==> src/rtl/plab5_mcore_mem_req_sched.sv <==
// plab5_mcore_mem_req_sched
// Two-requester round-robin memory request scheduler. It shares one memory
// request port between two requesters, records the issuing requester of each
// request in a small FIFO, and steers the in-order responses back to that
// requester.
//
// Optional feature: define PLAB5_MCORE_MEMREQ_SCHED_DOMAIN_ISO_EN to enable
// domain-switch draining. Before a request from a different security domain
// is issued, all outstanding requests must first complete.
//
// Message widths follow the vc memory message layout:
//   req  = {type(3), opaque(o), addr(a), len(clog2(d/8)), data(d)}
//   resp = {type(3), opaque(o), len(clog2(d/8)), data(d)}

module plab5_mcore_mem_req_sched #(
  parameter int p_opaque_nbits    = 8,
  parameter int p_addr_nbits      = 32,
  parameter int p_data_nbits      = 32,
  parameter int p_max_outstanding = 4,
  localparam int req_nbits  = 3 + p_opaque_nbits + p_addr_nbits
                              + $clog2(p_data_nbits/8) + p_data_nbits,
  localparam int resp_nbits = 3 + p_opaque_nbits
                              + $clog2(p_data_nbits/8) + p_data_nbits
)(
  input  logic                  clk,
  input  logic                  reset,

  input  logic                  req0_val,
  output logic                  req0_rdy,
  input  logic [req_nbits-1:0]  req0_msg,
  input  logic                  req0_domain,

  input  logic                  req1_val,
  output logic                  req1_rdy,
  input  logic [req_nbits-1:0]  req1_msg,
  input  logic                  req1_domain,

  output logic                  memreq_val,
  input  logic                  memreq_rdy,
  output logic [req_nbits-1:0]  memreq_msg,
  output logic                  memreq_domain,

  input  logic                  memresp_val,
  output logic                  memresp_rdy,
  input  logic [resp_nbits-1:0] memresp_msg,

  output logic                  resp0_val,
  input  logic                  resp0_rdy,
  output logic [resp_nbits-1:0] resp0_msg,

  output logic                  resp1_val,
  input  logic                  resp1_rdy,
  output logic [resp_nbits-1:0] resp1_msg
);

  localparam int ptr_nbits = $clog2(p_max_outstanding);
  localparam int cnt_nbits = ptr_nbits + 1;
  localparam logic [cnt_nbits-1:0] cnt_max = cnt_nbits'(p_max_outstanding);

  typedef enum logic {
    ST_ISSUE = 1'b0,
    ST_DRAIN = 1'b1
  } state_t;

  // Architectural state
  logic                         ptr_r;      // round-robin priority
  logic [p_max_outstanding-1:0] fifo_r;     // issuing requester ids
  logic [ptr_nbits-1:0]         wr_ptr_r;
  logic [ptr_nbits-1:0]         rd_ptr_r;
  logic [cnt_nbits-1:0]         count_r;
  state_t                       state_r;
`ifdef PLAB5_MCORE_MEMREQ_SCHED_DOMAIN_ISO_EN
  logic                         cur_domain_r;
  logic                         pending_domain_r;
`endif

  // Combinational decisions
  logic win_val_s;
  logic win_id_s;
  logic win_domain_s;
  logic not_full_s;
  logic not_empty_s;
  logic domain_ok_s;
  logic issue_s;
  logic req_fire_s;
  logic head_s;
  logic resp_fire_s;

  // Round-robin winner selection: the priority pointer breaks ties
  always_comb begin
    win_val_s = 1'b0;
    win_id_s  = 1'b0;
    if (req0_val && req1_val) begin
      win_val_s = 1'b1;
      win_id_s  = ptr_r;
    end else if (req0_val) begin
      win_val_s = 1'b1;
      win_id_s  = 1'b0;
    end else if (req1_val) begin
      win_val_s = 1'b1;
      win_id_s  = 1'b1;
    end else begin
      win_val_s = 1'b0;
      win_id_s  = 1'b0;
    end
  end

  assign win_domain_s = win_id_s ? req1_domain : req0_domain;
  assign not_full_s   = (count_r < cnt_max);
  assign not_empty_s  = (count_r != {cnt_nbits{1'b0}});

`ifdef PLAB5_MCORE_MEMREQ_SCHED_DOMAIN_ISO_EN
  // An empty tracker lets a domain switch take effect in the same cycle
  assign domain_ok_s = (win_domain_s == cur_domain_r) || !not_empty_s;
`else
  assign domain_ok_s = 1'b1;
`endif

  // Full is judged on the registered count, so a same-cycle pop cannot
  // open a slot for a push.
  assign issue_s = !reset && win_val_s && not_full_s && domain_ok_s
                   && (state_r == ST_ISSUE);

  assign memreq_val    = issue_s;
  assign memreq_msg    = win_id_s ? req1_msg : req0_msg;
  assign memreq_domain = win_domain_s;
  assign req0_rdy      = issue_s && memreq_rdy && !win_id_s;
  assign req1_rdy      = issue_s && memreq_rdy &&  win_id_s;
  assign req_fire_s    = issue_s && memreq_rdy;

  // Response steering: the FIFO head names the requester owning the response.
  // An empty tracker refuses stray responses instead of guessing.
  assign head_s      = fifo_r[rd_ptr_r];
  assign resp0_val   = !reset && memresp_val && not_empty_s && !head_s;
  assign resp1_val   = !reset && memresp_val && not_empty_s &&  head_s;
  assign memresp_rdy = !reset && not_empty_s && (head_s ? resp1_rdy : resp0_rdy);
  assign resp_fire_s = memresp_val && memresp_rdy;
  assign resp0_msg   = memresp_msg;
  assign resp1_msg   = memresp_msg;

  // Tracking FIFO, occupancy count and round-robin pointer update
  always_ff @(posedge clk or posedge reset) begin
    if (reset) begin
      ptr_r    <= 1'b0;
      fifo_r   <= {p_max_outstanding{1'b0}};
      wr_ptr_r <= {ptr_nbits{1'b0}};
      rd_ptr_r <= {ptr_nbits{1'b0}};
      count_r  <= {cnt_nbits{1'b0}};
    end else begin
      if (req_fire_s) begin
        fifo_r[wr_ptr_r] <= win_id_s;
        wr_ptr_r         <= wr_ptr_r + ptr_nbits'(1);
        ptr_r            <= !win_id_s;
      end
      if (resp_fire_s) begin
        rd_ptr_r <= rd_ptr_r + ptr_nbits'(1);
      end
      case ({req_fire_s, resp_fire_s})
        2'b10:   count_r <= count_r + cnt_nbits'(1);
        2'b01:   count_r <= count_r - cnt_nbits'(1);
        default: count_r <= count_r;
      endcase
    end
  end

`ifdef PLAB5_MCORE_MEMREQ_SCHED_DOMAIN_ISO_EN
  // Domain-switch FSM: drain every outstanding request before changing domain
  always_ff @(posedge clk or posedge reset) begin
    if (reset) begin
      state_r          <= ST_ISSUE;
      cur_domain_r     <= 1'b0;
      pending_domain_r <= 1'b0;
    end else begin
      case (state_r)
        ST_ISSUE: begin
          if (win_val_s && (win_domain_s != cur_domain_r)) begin
            if (not_empty_s) begin
              state_r          <= ST_DRAIN;
              pending_domain_r <= win_domain_s;
            end else begin
              cur_domain_r <= win_domain_s;
            end
          end
        end
        ST_DRAIN: begin
          if (!not_empty_s) begin
            cur_domain_r <= pending_domain_r;
            state_r      <= ST_ISSUE;
          end
        end
        default: state_r <= ST_ISSUE;
      endcase
    end
  end
`else
  // Without domain isolation the scheduler never leaves the issue state
  always_ff @(posedge clk or posedge reset) begin
    if (reset) begin
      state_r <= ST_ISSUE;
    end else begin
      state_r <= ST_ISSUE;
    end
  end
`endif

endmodule

==> config.mk <==
export PLATFORM = sky130hd
export DESIGN_NAME = plab5_mcore_mem_req_sched
export DESIGN_NICKNAME = d
export VERILOG_FILES = /design/src/rtl/plab5_mcore_mem_req_sched.sv
export SDC_FILE = /design/constraint.sdc
export NUM_CORES = 1
export LEC_CHECK = 0
export ABC_AREA = 1
export ABC_CLOCK_PERIOD_IN_PS = 1800
export CORE_AREA = 2 2 148 150
export DETAILED_ROUTE_END_ITERATION = 7
export DIE_AREA = 0 0 150 152
export GPL_TIMING_DRIVEN = 1
export PLACE_DENSITY = 0.47
export SKIP_CTS_REPAIR_TIMING = 1
export SLEW_MARGIN = 10
export SYNTH_ARGS = -nofsm -noshare
export SYNTH_HDL_FRONTEND = slang
export SYNTH_SLANG_ARGS = --single-unit
==> constraint.sdc <==
create_clock -name clk -period 1.8 [get_ports clk]
set_input_delay 0.36 -clock clk [delete_from_list [all_inputs] [get_ports clk]]
set_output_delay 0.36 -clock clk [all_outputs]
set_load 0.01 [all_outputs]
==> flow_metrics.tcl <==
set metrics [dict create \
    die_h_um 152 \
    syn_inst 432 \
    grt_usage 0.08949 \
    clk_pin_slew_worst_paths_ps 50 \
    p_int_uw 2582 \
    violations "setup timing" \
    grt_max_degree 49 \
    yosys.area.top_type "nand2_1" \
    cts_num_sinks 12 \
    r2r_setup_slack_ps -190 \
    ys_top_cells_by_count "nand2_1, buf_4, inv_1" \
    synth_most_common_cell "nand2_1" \
    endpoint_kind "primary output" \
    fin_nets 883 \
    drt_iter0_drc 92 \
    clockRootBuffer "clkbuf_16" \
    crit_slowest_cell "dfrtp_1" \
    drtAntennaViolNets 0 \
    clock.fmax_mhz 457.3 \
    critical_path_class "flip-flop to primary output" \
    htreeDepth 1 \
    wl_met1_um 5867 \
    p_comb_frac 0.775 \
    crit_arrival_ps 1830 \
    grt_pass1_vias 3143 \
    ys_seq_elements 12 \
    p_sw_uw 1732 \
    leakagePower_uw 0.002886 \
    placed_area_mm2 0.004701 \
    ys_seq_area_frac 0.1240 \
    start_util 0.1134 \
    critPathLaunchType "flip-flop" \
    place_hpwl_um 9258 \
    clockBufferDepth 2 \
    wl_met2_um 6757 \
    syn_area_mm2 0.002421 \
    cts_tree "yes" \
    fin_ws_ps -387.0 \
    synth_async_sr_flop_share 1.000 \
    drive_gt1_frac 0.3763 \
    clockPowerShare 0.107 \
    routedWlPerCell_um 15.17 \
    stdcell_count 947 \
    std_cell_rows 54 \
    p_seq_frac 0.118 \
    wl_met3_um 1647 \
    synth_ff_type "dfrtp_1" \
    core_mm2 0.02135 \
    rsz0062_at_grt "yes" \
    grt_overflow_total 0 \
    status "complete, but fails checks" \
    area_growth_pct 130.8 \
    gp_congestion 0.7097 \
    die_w_um 150 \
    setup_violations 70 \
    worstMarginPinSlew_ps 240.5 \
    numCtsBuffers 3 \
    finalSetupTns_ps -12250 \
    powerDensity_mw_per_mm2 772.0 \
    antenna_cells 0 \
    highest_layer "met4" \
    via_count 3291 \
    r2r_cells 13 \
    synth-edff-count 0 \
    fin_area_mm2 0.005588 \
    crit_top_cell "buf_12" \
    synth_area_per_cell_um2 5.604 \
    cp.required_ps 1440 \
    antenna_found_initial 0 \
    maxSlewHeadroom 0.8390 \
    skew_ps 3.563 \
    syn_nets 647 \
    whs_ps 204.7 \
    grt_pass1_wl_um 16350 \
    io_buffer_count 247 \
    synth_top_area_frac 0.3969 \
    synth_cell_types 23 \
    drc 0 \
    hold_violations 0 \
    clock_latency_ps 240 \
    swShare 0.4015 \
    place_inst 876 \
    cap_violations 0 \
    cpPeakStageDelay_ps 370 \
    viasPerCell 3.475 \
    routed_wl_um 14360 \
    yosys-top-cells-area "nand2_1, buf_4, dfrtp_1" \
    crit_chain "inv_2 > nand2_4 > nand2_8 > buf_12 > buf_6 > inv_6 > buf_6 > buf_12 > buf_12 > buf_4 > nand2_1 > nand2_1 > clkbuf_2" \
    slew_viol_final 0 \
    pin_count 383 \
    hp-class "input port to asynchronous set/reset pin" \
    final_min_period_over_clock_period 1.215 \
    irDropWorstVdd_mv 0.4537 \
    firstDrtPassIters 4 \
    dieArea_mm2 0.02280 \
    layout_min_cycle_time_ps 2187 \
    synth_warnings 0 \
    cp_max_fo 6 \
]
[layout by cell type (no fill, tap or decap), types with 2 or more instances in the layout]
cell             instances
clkdlybuf4s50_1        160
clkbuf_16               12
nand2_1                206
nand3_4                  2
nor2_4                   3
nand2_4                 12
buf_8                    3
buf_4                   42
buf_12                  11
nand3_1                  5
ha_1                     4
nand2_2                 41
xor2_1                   3
o21ai_1                  5
dlymetal6s2s_1           6
nor2_1                   2
buf_2                   27
dfrtp_1                 11
inv_1                   10
inv_2                    4
buf_6                   33
a21oi_1                  2
clkbuf_2                45
[cells by family after synthesis]
family                   count (synthesis)  share of synthesized area
AND/OR/NAND/NOR                        275                     0.4522
flip-flops                              12                     0.1240
XOR/XNOR                                 4                    0.01447
buffers and inverters                  125                     0.3545
AO/OA/AOI/OAI                           10                    0.02067
adder cells (fa/ha/maj)                  6                    0.03411
[metrics by stage]
step	utilization	power (uW)	setup slack, ps
final	0.2617	4314	-387.0
after global routing	0.2617	4684	-487.2
after CTS	0.2243	3540	-635.7
after detailed placement	0.2202	3055	-636.1
after global placement	0.2202	3050	-620.2
after floorplan	-	1793	-73.23
[worst max-delay path, delay by kind of cell (launching register included)]
family        cells  cell delay (ps)
flops             1              370
buf+inv           9              950
simple gates      4              250
[power groups by stage]
| stage | combinational [uW] | sequential (uW) | clock (uW) |
|---|---|---|---|
| global placement | 2560 | 490 | 0 |
| global route | 3670 | 525 | 486 |
| finish | 3340 | 507 | 462 |
| CTS | 2570 | 491 | 475 |
| floorplan | 1310 | 482 | 0 |
| detailed placement | 2560 | 492 | 0 |
[path summary, 6_finish.rpt]
check | from | end
setup reg to reg | rd_ptr_r[0] | count_r[2]
hold / removal | reset | rd_ptr_r[0]
hold reg to reg | count_r[1] | count_r[1]
min in group clk | count_r[1] | count_r[1]
max in group asynchronous | reset | rd_ptr_r[0]
setup / recovery | ptr_r | memreq_msg[37]
[final cells by class]
cell class / count / area, um^2
multi-input combinational: 295 / 1509
fill: 2422 / 15760
sequential: 12 / 301.5
timing repair buffer: 337 / 3242
inverter: 18 / 87.58
tap: 280 / 350.3
timing repair inverter: 1 / 8.758
clock buffer: 4 / 88.84
[state kept, by name, summed over array words and instances (netlist names)]
signal and flops:
count_r 3, rd_ptr_r 2, fifo_r 4, wr_ptr_r 2, ptr_r 1
[routing by layer]
metal	up-vias	track usage
met5	-	0
met4	0	0.01393
met3	12	0.04234
met2	190	0.1681
met1	1416	0.09040
li1	1673	-
Note: power is estimated with default switching activity, not from simulation.
